`src/rtl/write_channel_axi_pkg.sv`:
```
`default_nettype none
// ============================================================================
// Module      : write_channel_axi_pkg
// Description : Shared types and constants for the AXI4 line-write channel:
//               the channel state encoding, AXI burst/response codes, and the
//               AW length/size field widths.
// Revision    : 1.0 - initial release
// ============================================================================
package write_channel_axi_pkg;

    typedef enum logic [1:0] {
        ST_IDLE = 2'd0,
        ST_ADDR = 2'd1,
        ST_DATA = 2'd2,
        ST_RESP = 2'd3
    } wr_state_t;

    localparam logic [1:0] AXI_BURST_INCR = 2'b01;
    localparam logic [1:0] AXI_RESP_OKAY  = 2'b00;

    localparam int AWLEN_W  = 8;
    localparam int AWSIZE_W = 3;

    // Counter width able to hold values 0..value-1, never narrower than 1 bit.
    function automatic int clog2_min1(input int value);
        return (value <= 2) ? 1 : $clog2(value);
    endfunction

endpackage
`default_nettype wire

```
`src/rtl/write_beat_serializer.sv`:
```
`default_nettype none
// ============================================================================
// Module      : write_beat_serializer
// Description : Holds one captured cache line and presents it one AXI beat at
//               a time, word 0 first, together with the matching strobe slice
//               and the last-beat flag.
// Ports       : ap_clk, reset     - clock, synchronous active-high reset
//               load              - capture line_data/line_strb, rewind to beat 0
//               line_data/strb    - full line to be written
//               advance           - current beat accepted by the interconnect
//               beat_data/strb    - word and strobes of the current beat
//               beat_last         - current beat is the final one of the line
// Revision    : 1.0 - initial release
// ============================================================================
module write_beat_serializer
    import write_channel_axi_pkg::*;
#(
    parameter int DATA_W = 32,
    parameter int BEATS  = 8
) (
    input  logic                     ap_clk,
    input  logic                     reset,
    input  logic                     load,
    input  logic [DATA_W*BEATS-1:0]  line_data,
    input  logic [DATA_W/8*BEATS-1:0] line_strb,
    input  logic                     advance,
    output logic [DATA_W-1:0]        beat_data,
    output logic [DATA_W/8-1:0]      beat_strb,
    output logic                     beat_last
);

    localparam int STRB_W = DATA_W / 8;
    localparam int CNT_W  = clog2_min1(BEATS);
    localparam logic [CNT_W-1:0] C_LAST_IDX = CNT_W'(BEATS - 1);

    logic [DATA_W*BEATS-1:0]  r_line_data;
    logic [STRB_W*BEATS-1:0]  r_line_strb;
    logic [CNT_W-1:0]         r_beat_cnt;

    // The line buffer is pure datapath; it is only observed after a load.
    always_ff @(posedge ap_clk) begin
        if (load) begin
            r_line_data <= line_data;
            r_line_strb <= line_strb;
        end
    end

    // Clearing on the last beat leaves the counter at 0 so a retried burst
    // replays the line from word 0 without reloading.
    always_ff @(posedge ap_clk) begin
        if (reset) begin
            r_beat_cnt <= '0;
        end else if (load) begin
            r_beat_cnt <= '0;
        end else if (advance) begin
            r_beat_cnt <= beat_last ? '0 : r_beat_cnt + CNT_W'(1);
        end
    end

    assign beat_last = (r_beat_cnt == C_LAST_IDX);

    always_comb begin
        beat_data = r_line_data[DATA_W-1:0];
        beat_strb = r_line_strb[STRB_W-1:0];
        for (int k = 0; k < BEATS; k++) begin
            if (r_beat_cnt == CNT_W'(k)) begin
                beat_data = r_line_data[k*DATA_W +: DATA_W];
                beat_strb = r_line_strb[k*STRB_W +: STRB_W];
            end
        end
    end

endmodule
`default_nettype wire

```
`src/rtl/write_channel_axi_burst.sv`:
```
`default_nettype none
// ============================================================================
// Module      : write_channel_axi_burst
// Description : Accepts a full-line write request from the frontend and issues
//               it as a single AXI4 INCR burst (AW, BEATS x W, B). Completion
//               is signalled by a one-cycle done pulse, qualified by err.
//               Build option WRITE_CHANNEL_AXI_BURST_RETRY_EN: replay the
//               whole burst on an error response, up to MAX_RETRY times.
// Ports       : ap_clk, reset        - clock, synchronous active-high reset
//               valid/addr/wdata/wstrb - line-write request (line address)
//               ready                - channel idle, request will be taken
//               done, err            - completion pulse and error qualifier
//               m_axi_aw* / m_axi_w* / m_axi_b* - AXI4 write master channels
// Revision    : 1.0 - initial release
// ============================================================================
module write_channel_axi_burst
    import write_channel_axi_pkg::*;
#(
    parameter int             ADDR_W     = 32,
    parameter int             DATA_W     = 32,
    parameter int             BEATS      = 8,
    parameter int             ID_W       = 1,
    parameter logic [ID_W-1:0] AXI_ID    = '0,
    parameter logic [3:0]     CACHE_MODE = 4'b0011,
    parameter int             MAX_RETRY  = 3
) (
    input  logic                                   ap_clk,
    input  logic                                   reset,
    input  logic                                   valid,
    input  logic [ADDR_W-$clog2(DATA_W/8*BEATS)-1:0] addr,
    input  logic [DATA_W*BEATS-1:0]                wdata,
    input  logic [DATA_W/8*BEATS-1:0]              wstrb,
    output logic                                   ready,
    output logic                                   done,
    output logic                                   err,
    output logic                                   m_axi_awvalid,
    input  logic                                   m_axi_awready,
    output logic [ADDR_W-1:0]                      m_axi_awaddr,
    output logic [AWLEN_W-1:0]                     m_axi_awlen,
    output logic [AWSIZE_W-1:0]                    m_axi_awsize,
    output logic [1:0]                             m_axi_awburst,
    output logic [ID_W-1:0]                        m_axi_awid,
    output logic                                   m_axi_awlock,
    output logic [3:0]                             m_axi_awcache,
    output logic [2:0]                             m_axi_awprot,
    output logic [3:0]                             m_axi_awqos,
    output logic                                   m_axi_wvalid,
    input  logic                                   m_axi_wready,
    output logic [DATA_W-1:0]                      m_axi_wdata,
    output logic [DATA_W/8-1:0]                    m_axi_wstrb,
    output logic                                   m_axi_wlast,
    input  logic                                   m_axi_bvalid,
    input  logic [1:0]                             m_axi_bresp,
    output logic                                   m_axi_bready
);

    localparam int STRB_W = DATA_W / 8;
    localparam int OFF_W  = $clog2(STRB_W * BEATS);
    localparam int LA_W   = ADDR_W - OFF_W;

    wr_state_t        r_state;
    logic [LA_W-1:0]  r_addr;
    logic             r_awvalid;
    logic             r_wvalid;
    logic             r_bready;
    logic             r_done;
    logic             r_err;

    logic             w_load;
    logic             w_beat_accept;
    logic             w_beat_last;

`ifdef WRITE_CHANNEL_AXI_BURST_RETRY_EN
    localparam int RETRY_W = clog2_min1(MAX_RETRY + 1);
    logic [RETRY_W-1:0] r_retry_cnt;
`endif

    assign w_load        = (r_state == ST_IDLE) && valid;
    // wvalid is only ever high in DATA, so a stray wready elsewhere is inert.
    assign w_beat_accept = r_wvalid && m_axi_wready;

    always_ff @(posedge ap_clk) begin
        if (reset) begin
            r_state   <= ST_IDLE;
            r_addr    <= '0;
            r_awvalid <= 1'b0;
            r_wvalid  <= 1'b0;
            r_bready  <= 1'b0;
            r_done    <= 1'b0;
            r_err     <= 1'b0;
`ifdef WRITE_CHANNEL_AXI_BURST_RETRY_EN
            r_retry_cnt <= '0;
`endif
        end else begin
            r_done <= 1'b0;
            r_err  <= 1'b0;
            case (r_state)
                ST_IDLE: begin
                    if (valid) begin
                        r_addr    <= addr;
                        r_awvalid <= 1'b1;
                        r_state   <= ST_ADDR;
`ifdef WRITE_CHANNEL_AXI_BURST_RETRY_EN
                        r_retry_cnt <= '0;
`endif
                    end
                end
                ST_ADDR: begin
                    if (m_axi_awready) begin
                        r_awvalid <= 1'b0;
                        r_wvalid  <= 1'b1;
                        r_state   <= ST_DATA;
                    end
                end
                ST_DATA: begin
                    if (m_axi_wready && w_beat_last) begin
                        r_wvalid <= 1'b0;
                        r_bready <= 1'b1;
                        r_state  <= ST_RESP;
                    end
                end
                ST_RESP: begin
                    if (m_axi_bvalid) begin
                        r_bready <= 1'b0;
                        if (m_axi_bresp == AXI_RESP_OKAY) begin
                            r_done  <= 1'b1;
                            r_state <= ST_IDLE;
                        end
`ifdef WRITE_CHANNEL_AXI_BURST_RETRY_EN
                        else if (r_retry_cnt < RETRY_W'(MAX_RETRY)) begin
                            // Replay the whole burst from the captured line.
                            r_retry_cnt <= r_retry_cnt + RETRY_W'(1);
                            r_awvalid   <= 1'b1;
                            r_state     <= ST_ADDR;
                        end
`endif
                        else begin
                            r_done  <= 1'b1;
                            r_err   <= 1'b1;
                            r_state <= ST_IDLE;
                        end
                    end
                end
                default: r_state <= ST_IDLE;
            endcase
        end
    end

    write_beat_serializer #(
        .DATA_W (DATA_W),
        .BEATS  (BEATS)
    ) u_serializer (
        .ap_clk    (ap_clk),
        .reset     (reset),
        .load      (w_load),
        .line_data (wdata),
        .line_strb (wstrb),
        .advance   (w_beat_accept),
        .beat_data (m_axi_wdata),
        .beat_strb (m_axi_wstrb),
        .beat_last (w_beat_last)
    );

    assign ready         = (r_state == ST_IDLE);
    assign done          = r_done;
    assign err           = r_err;

    assign m_axi_awvalid = r_awvalid;
    assign m_axi_awaddr  = ADDR_W'(r_addr) << OFF_W;
    assign m_axi_awlen   = AWLEN_W'(BEATS - 1);
    assign m_axi_awsize  = AWSIZE_W'($clog2(STRB_W));
    assign m_axi_awburst = AXI_BURST_INCR;
    assign m_axi_awid    = AXI_ID;
    assign m_axi_awlock  = 1'b0;
    assign m_axi_awcache = CACHE_MODE;
    assign m_axi_awprot  = 3'b000;
    assign m_axi_awqos   = 4'b0000;

    assign m_axi_wvalid  = r_wvalid;
    assign m_axi_wlast   = r_wvalid && w_beat_last;
    assign m_axi_bready  = r_bready;

endmodule
`default_nettype wire

```
`config.mk`:
```
export PLATFORM = sky130hd
export DESIGN_NAME = write_channel_axi_burst
export DESIGN_NICKNAME = d
export VERILOG_FILES = /design/src/rtl/write_channel_axi_pkg.sv /design/src/rtl/write_beat_serializer.sv /design/src/rtl/write_channel_axi_burst.sv
export SDC_FILE = /design/constraint.sdc
export NUM_CORES = 1
export LEC_CHECK = 0
export BUFFER_PORTS_ARGS = -buffer_cell sky130_fd_sc_hd__buf_4
export CAP_MARGIN = 20
export CORE_MARGIN = 5
export CORE_UTILIZATION = 50
export CTS_BUF_LIST = sky130_fd_sc_hd__clkbuf_8
export DETAILED_ROUTE_END_ITERATION = 6
export PLACE_DENSITY = 0.79
export SLEW_MARGIN = 5
export SYNTH_ARGS = -nofsm -noshare
export SYNTH_HDL_FRONTEND = slang
export SYNTH_SLANG_ARGS = --single-unit
```
`constraint.sdc`:
```
create_clock -name ap_clk -period 12.63 [get_ports ap_clk]
set_clock_uncertainty 0.05 [all_clocks]
set_input_delay 0.6315 -clock ap_clk [delete_from_list [all_inputs] [get_ports ap_clk]]
set_output_delay 0.6315 -clock ap_clk [all_outputs]
set_load 0.05 [all_outputs]
```
Yosys cells after proc, flatten, opt, wreduce, memory -nomap -nowiden
Cells that the tools add are included.

word-level totals
  bits of input ports = 323
  register bits = 325
  output and inout port bits = 101
  word-level logic and storage cells = 75

cells by class
  muxes and demuxes = 31
  $add $sub $neg = 1
  eq/ne operators = 14
  reduce and logical (&&, ||, !) cells = 17
  bitwise gates (word level) = 2

operators by type and width
  kind                                                 number
  two-way mux 32 bit                                   7
  two-way mux 4 bit                                    7
  equality test 3 bit, second input constant           4
  AND reduction 3 bit                                  3
  two-way mux 1 bit                                    8
  two-way mux 2 bit                                    4
  != test 2 bit, second input constant                 4
  one-hot mux 2 bit (4 select lines)                   1
  equality test 3 x 2 -> 1 bit, second input constant  2
  one-hot mux 1 bit (2 select lines)                   3
  nonzero test 2 bit                                   3
  equality test 2 bit, second input constant           2
  logical AND 1 bit                                    4
  logical NOT 2 bit                                    2
  AND reduction 4 bit                                  1
  OR reduction 2 bit                                   2
  adder 3 x 1 -> 3 bit, second input constant          1
  equality test 3 x 1 -> 1 bit, second input constant  1
  two-way mux 3 bit                                    1
  OR reduction 3 bit                                   1
  equality test 2 x 1 -> 1 bit, second input constant  1
  inverter 1 bit                                       2
  AND reduction 2 bit                                  1

Longest topological paths before layout
  depth in word-level cells = 8
  mapped depth = 9

Cells and area by module
A second synthesis with hierarchy kept.

unflattened totals
  cell total of the unflattened synthesis = 1010
  area total of the unflattened synthesis = 14418.8 um2

modules (own cells, without submodules)
  module                   times used  cells an instance  seq. area each (um2)  area an instance (um2)
  write_beat_serializer    1           816                8708.4                12856.1
  write_channel_axi_burst  1           194                680.7                 1562.7

Least setup slack after synthesis
OpenSTA, ideal clock, no wires.

  path kind = register to register
  from = register r_state[0]
  to = register u_serializer.r_line_data[0], enable pin
  slack = 2471 ps
  cell stages (with the launch flop) = 6
  period minus slack after synthesis = 10159 ps
  arrival = 9344 ps
  data required time = 11816 ps
  cell sequence = dfxtp_1 inv_1 ha_1 nand2_1 inv_1 clkbuf_1

between the ends
  word-level cells in the longest chain between the ends = 2

ends and longest elaborated chain
  what                         RTL line                        source
  start: declaration           write_channel_axi_burst.sv:61   wr_state_t r_state;
  start signal: assignment     write_channel_axi_burst.sv:84   r_state <= ST_IDLE;
  start signal: assignment     write_channel_axi_burst.sv:102  r_state <= ST_ADDR;
  start signal: assignment     write_channel_axi_burst.sv:112  r_state <= ST_DATA;
  logical NOT 2 bit            n/a
  named net ready              write_channel_axi_burst.sv:33   output logic ready,
  logical AND 1 bit            write_channel_axi_burst.sv:78   assign w_load = (r_state == ST_IDLE) && valid;
  named net u_serializer.load  write_beat_serializer.sv:23     input logic load,
  end signal: assignment       write_beat_serializer.sv:43     r_line_data <= line_data;
  end: declaration             write_beat_serializer.sv:36     logic [DATA_W*BEATS-1:0] r_line_data;

The timed path passes the listed nets, and every way through them passes these cells.
A chain may end at the register's enable or synchronous reset.

Worst setup path in the final report
  from = register u_serializer.r_beat_cnt[2]
  to = output m_axi_wstrb[0]

between the ends
  word-level cells in the longest chain between the ends = 8

ends and longest elaborated chain
  what                             RTL line                       source
  start: declaration               write_beat_serializer.sv:38    logic [CNT_W-1:0] r_beat_cnt;
  start signal: assignment         write_beat_serializer.sv:56    r_beat_cnt <= beat_last ? '0 : r_beat_cnt + CNT_W'(1);
  equality test 3 x 1 -> 1 bit     write_beat_serializer.sv:66    if (r_beat_cnt == CNT_W'(k)) begin
  two-way mux 4 bit (6 in series)  write_beat_serializer.sv:66
  two-way mux 4 bit (*)            write_beat_serializer.sv:66
  end: declaration                 write_channel_axi_burst.sv:50  output logic [DATA_W/8-1:0] m_axi_wstrb,

Mark *: on every way between the ends. The rest lies on a longest branch, timed or not.

==> flow_metrics.env <==
export IMPL_status="complete, no violations"
export IMPL_cp_slowest_cell="dfxtp_1"
export IMPL_post_cts_setup_buffer_count=0
export IMPL_final_cell_mix="buf_4 (399), edfxtp_1 (288), nand2_1 (98)"
export IMPL_finalSetupViolations=0
export IMPL_timing_final_crit_share_pct=35.1
export IMPL_startpoint_type="flop"
export IMPL_p_comb_share_pct=23.3
export IMPL_numCtsBuffers=54
export IMPL_num_vias=9349
export IMPL_p_seq_share_pct=49.3
export IMPL_hold_end="u_serializer.r_line_data[53]"
export IMPL_p_leak_nw=6.91
export IMPL_pin_count=424
export IMPL_routabilityCongestion=0.854
export IMPL_drcViolationCount=0
export IMPL_cp_max_fo=37
export IMPL_final_util_pct=66.3
export IMPL_arrival_ns=3.75
export IMPL_drt_iter0_markers=797
export IMPL_crit_type="reg2out"
export IMPL_rsz0062_at_grt="false"
export IMPL_syn_to_final_growth_pct=30.5
export IMPL_cts_root_to_sink_buffers=3
export IMPL_coreArea_um2=26100
export IMPL_filler_cell_count=1904
export IMPL_hp_class="in2reg"
export IMPL_die_area_um2=29900
export IMPL_cts_sinks=325
export IMPL_cts_tree="yes"
export IMPL_fmax_ghz=0.226
export IMPL_insertedDiodeCount=0
export IMPL_layout_commonest_cell="buf_4"
export IMPL_ctsResizeCount=0
export IMPL_grt_max_degree=168
export IMPL_hpwl_mm=25.7
export IMPL_cts_root_buffer="clkbuf_8"
export IMPL_endpoint_kind="output pin"
export IMPL_synth_area_per_cell_um2=14.4
export IMPL_crit_chain="inv_1 -> ha_2 -> a21oi_4 -> o21a_2 -> buf_4 -> a2111oi_0 -> a221o_1 -> buf_4"
export IMPL_cp_top_family="compound AO/OA/AOI/OAI gates"
export IMPL_multiInputGateArea_um2=3300
export IMPL_r2r_end="u_serializer.r_line_data[132]"
export IMPL_worst_path_buf_inv=3
export IMPL_rows=59
export IMPL_drive_gt1_share_pct=39.6
export IMPL_antenna_found_initial=4
export IMPL_finalNetCount=1652
export IMPL_die_h_um=173
export IMPL_clock_latency_ns=0.57
export IMPL_required_ns=11.95
export IMPL_power_density_nw_per_um2=186
export IMPL_ys_seq_area_share_pct=70.7
export IMPL_viasPerCell=5.50
export IMPL_hold_start="wdata[53]"
export IMPL_hold_violations=0
export IMPL_crit_path_frequent_cell="buf_4"
export IMPL_max_stage_delay_ns=0.67
export IMPL_h_tree_depth=2
export IMPL_tns_ns=0
export IMPL_grt_pass1_vias=9862
export IMPL_yosys_warnings=0
export IMPL_reg2reg_setup_slack_ns=8.80
export IMPL_slew_headroom_pct=23.6
export IMPL_drv_cap=0
export IMPL_syn_instance_count=922
export IMPL_seqCellArea_um2=9390
export IMPL_drtPass1Iterations=5
export IMPL_start_util_pct=50.8
export IMPL_io_buffers=392
export IMPL_die_w_um=173
export IMPL_drtAntennaViolNets=0
export IMPL_wl_per_cell_um=22.5
export IMPL_grt_util_all_layers_pct=24.5
export IMPL_synth_seq_cells=325
export IMPL_tightest_slew_ns=1.15
export IMPL_hold_slack_ns=0.179
export IMPL_wirelength_mm=38.2
export IMPL_holdPathStages=1
export IMPL_r2r_cells=5
export IMPL_reg2reg_from="r_state[0]"
export IMPL_overflow=0
export IMPL_p_switching_w=0.00102
export IMPL_syn_area_um2=13300
export IMPL_path_clk_slew_ns=0.07
export IMPL_ys_types=36
export IMPL_swShare_pct=31.6
export IMPL_power_frac_clock_pct=27.4
export IMPL_cts_hold_buf=0
export IMPL_ir_worst_vdd_v=0.000141
export IMPL_internal_power_w=0.00221
export IMPL_grt_pass1_wl_mm=56.6
export IMPL_fin_crit_ns=4.43
export IMPL_slew_violations=0
worst reg2reg max path, stage by stage, from the launching register on:
cell and delay [ns]:
dfxtp_1 0.34, inv_1 0.09, ha_1 0.24, nand2_1 0.64, inv_8 1.06, buf_4 1.00
per-layer routing:
metal	global-route usage [%]	vias to the layer above	share of wire, %	wire, um
met5	0	-	0.14	54
met4	9.98	6	4.1	1580
met3	7.27	120	8.6	3280
met2	42.6	489	51	19500
met1	28.6	4505	36	13800
li1	-	4229	-	-
cells in the mapped netlist:
master | number | area (um2)
conb_1 | 2 | 7.51
inv_1 | 43 | 161
a221o_1 | 36 | 360
a2111oi_0 | 6 | 52.6
o21a_2 | 1 | 8.76
a21bo_2 | 1 | 10.0
edfxtp_1 | 288 | 8650
a22oi_1 | 36 | 270
o211ai_1 | 1 | 7.51
or3b_1 | 1 | 8.76
buf_2 | 15 | 75.1
o21ai_0 | 37 | 185
o2111a_1 | 1 | 11.3
ha_1 | 10 | 125
dfxtp_1 | 37 | 741
a2111oi_2 | 30 | 450
a211oi_1 | 1 | 7.51
a21oi_1 | 33 | 165
o21a_1 | 1 | 7.51
and2_1 | 3 | 18.8
clkbuf_1 | 26 | 97.6
a31oi_1 | 1 | 6.26
nor3b_1 | 36 | 270
nand2_1 | 99 | 372
nand2b_1 | 3 | 18.8
clkbuf_2 | 1 | 5.00
o22ai_1 | 6 | 37.5
nor2_1 | 82 | 308
nor3_1 | 4 | 20.0
a21oi_4 | 2 | 32.5
buf_8 | 3 | 45.0
o22ai_2 | 30 | 375
buf_4 | 38 | 285
mux2i_1 | 2 | 20.0
buf_6 | 5 | 56.3
and3b_2 | 1 | 10.0
through the flow:
stage	setup WS [ns]	instances	area [um2]	power, W
2_1_floorplan	2.47	951	13400	0.00221
3_3_place_gp	8.77	1597	16300	0.00235
3_5_place_dp	8.71	1597	16300	0.00237
4_1_cts	8.09	1698	17300	0.00326
5_1_grt	7.89	1699	17300	0.00337
6_report	8.20	1699	17300	0.00323
how the worst max path moves through the flow:
| stage | startpoint | to | slack [ns] | cells after the start |
|---|---|---|---|---|
| floorplan | r_state[0] | u_serializer.r_line_data[0] | 2.47 | 5 |
| global placement | valid | u_serializer.r_line_data[4] | 8.77 | 4 |
| detailed placement | u_serializer.r_beat_cnt[2] | m_axi_wstrb[0] | 8.71 | 8 |
| CTS | u_serializer.r_beat_cnt[0] | m_axi_wdata[20] | 8.09 | 7 |
| global route | u_serializer.r_beat_cnt[2] | m_axi_wstrb[0] | 7.89 | 8 |
| finish | u_serializer.r_beat_cnt[2] | m_axi_wstrb[0] | 8.20 | 8 |
cell families (layout without fill, tap and decap cells):
kind of cell	Yosys count	in the layout	share of synthesized area [%]
flip-flops	325	325	70.7
AND/OR/NAND/NOR	229	229	7.73
AO/OA/AOI/OAI	223	223	15.0
buffers and inverters	131	544	5.46
adder cells (fa/ha/maj)	10	10	0.942
other	2	31	0.0565
multiplexers	2	2	0.151
state kept, by name, indices dropped and copies added (netlist names):
name and cells:
r_addr 27, r_state 2, done 1, m_axi_wvalid 1, u_serializer.r_beat_cnt 3, err 1
u_serializer.r_line_strb 32, m_axi_bready 1, m_axi_awvalid 1, u_serializer.r_line_data 256
power by group through the flow:
| stage | Clock, W | Sequential, W | Combinational (W) |
|---|---|---|---|
| after global placement | 0 | 0.00160 | 0.000750 |
| after global routing | 0.000962 | 0.00161 | 0.000800 |
| after CTS | 0.000905 | 0.00159 | 0.000760 |
| after floorplan | 0 | 0.00176 | 0.000452 |
| after detailed placement | 0 | 0.00161 | 0.000758 |
| final | 0.000886 | 0.00159 | 0.000754 |
area by class of cell:
type / instances / area share (%)
clock buffer: 55 / 4.37
multi-input combinational: 495 / 19.0
tap: 335 / 2.42
inverter: 43 / 0.974
clock inverter: 46 / 1.61
timing repair buffer: 400 / 17.4
sequential: 325 / 54.2
(Power assumes the default switching activity.)
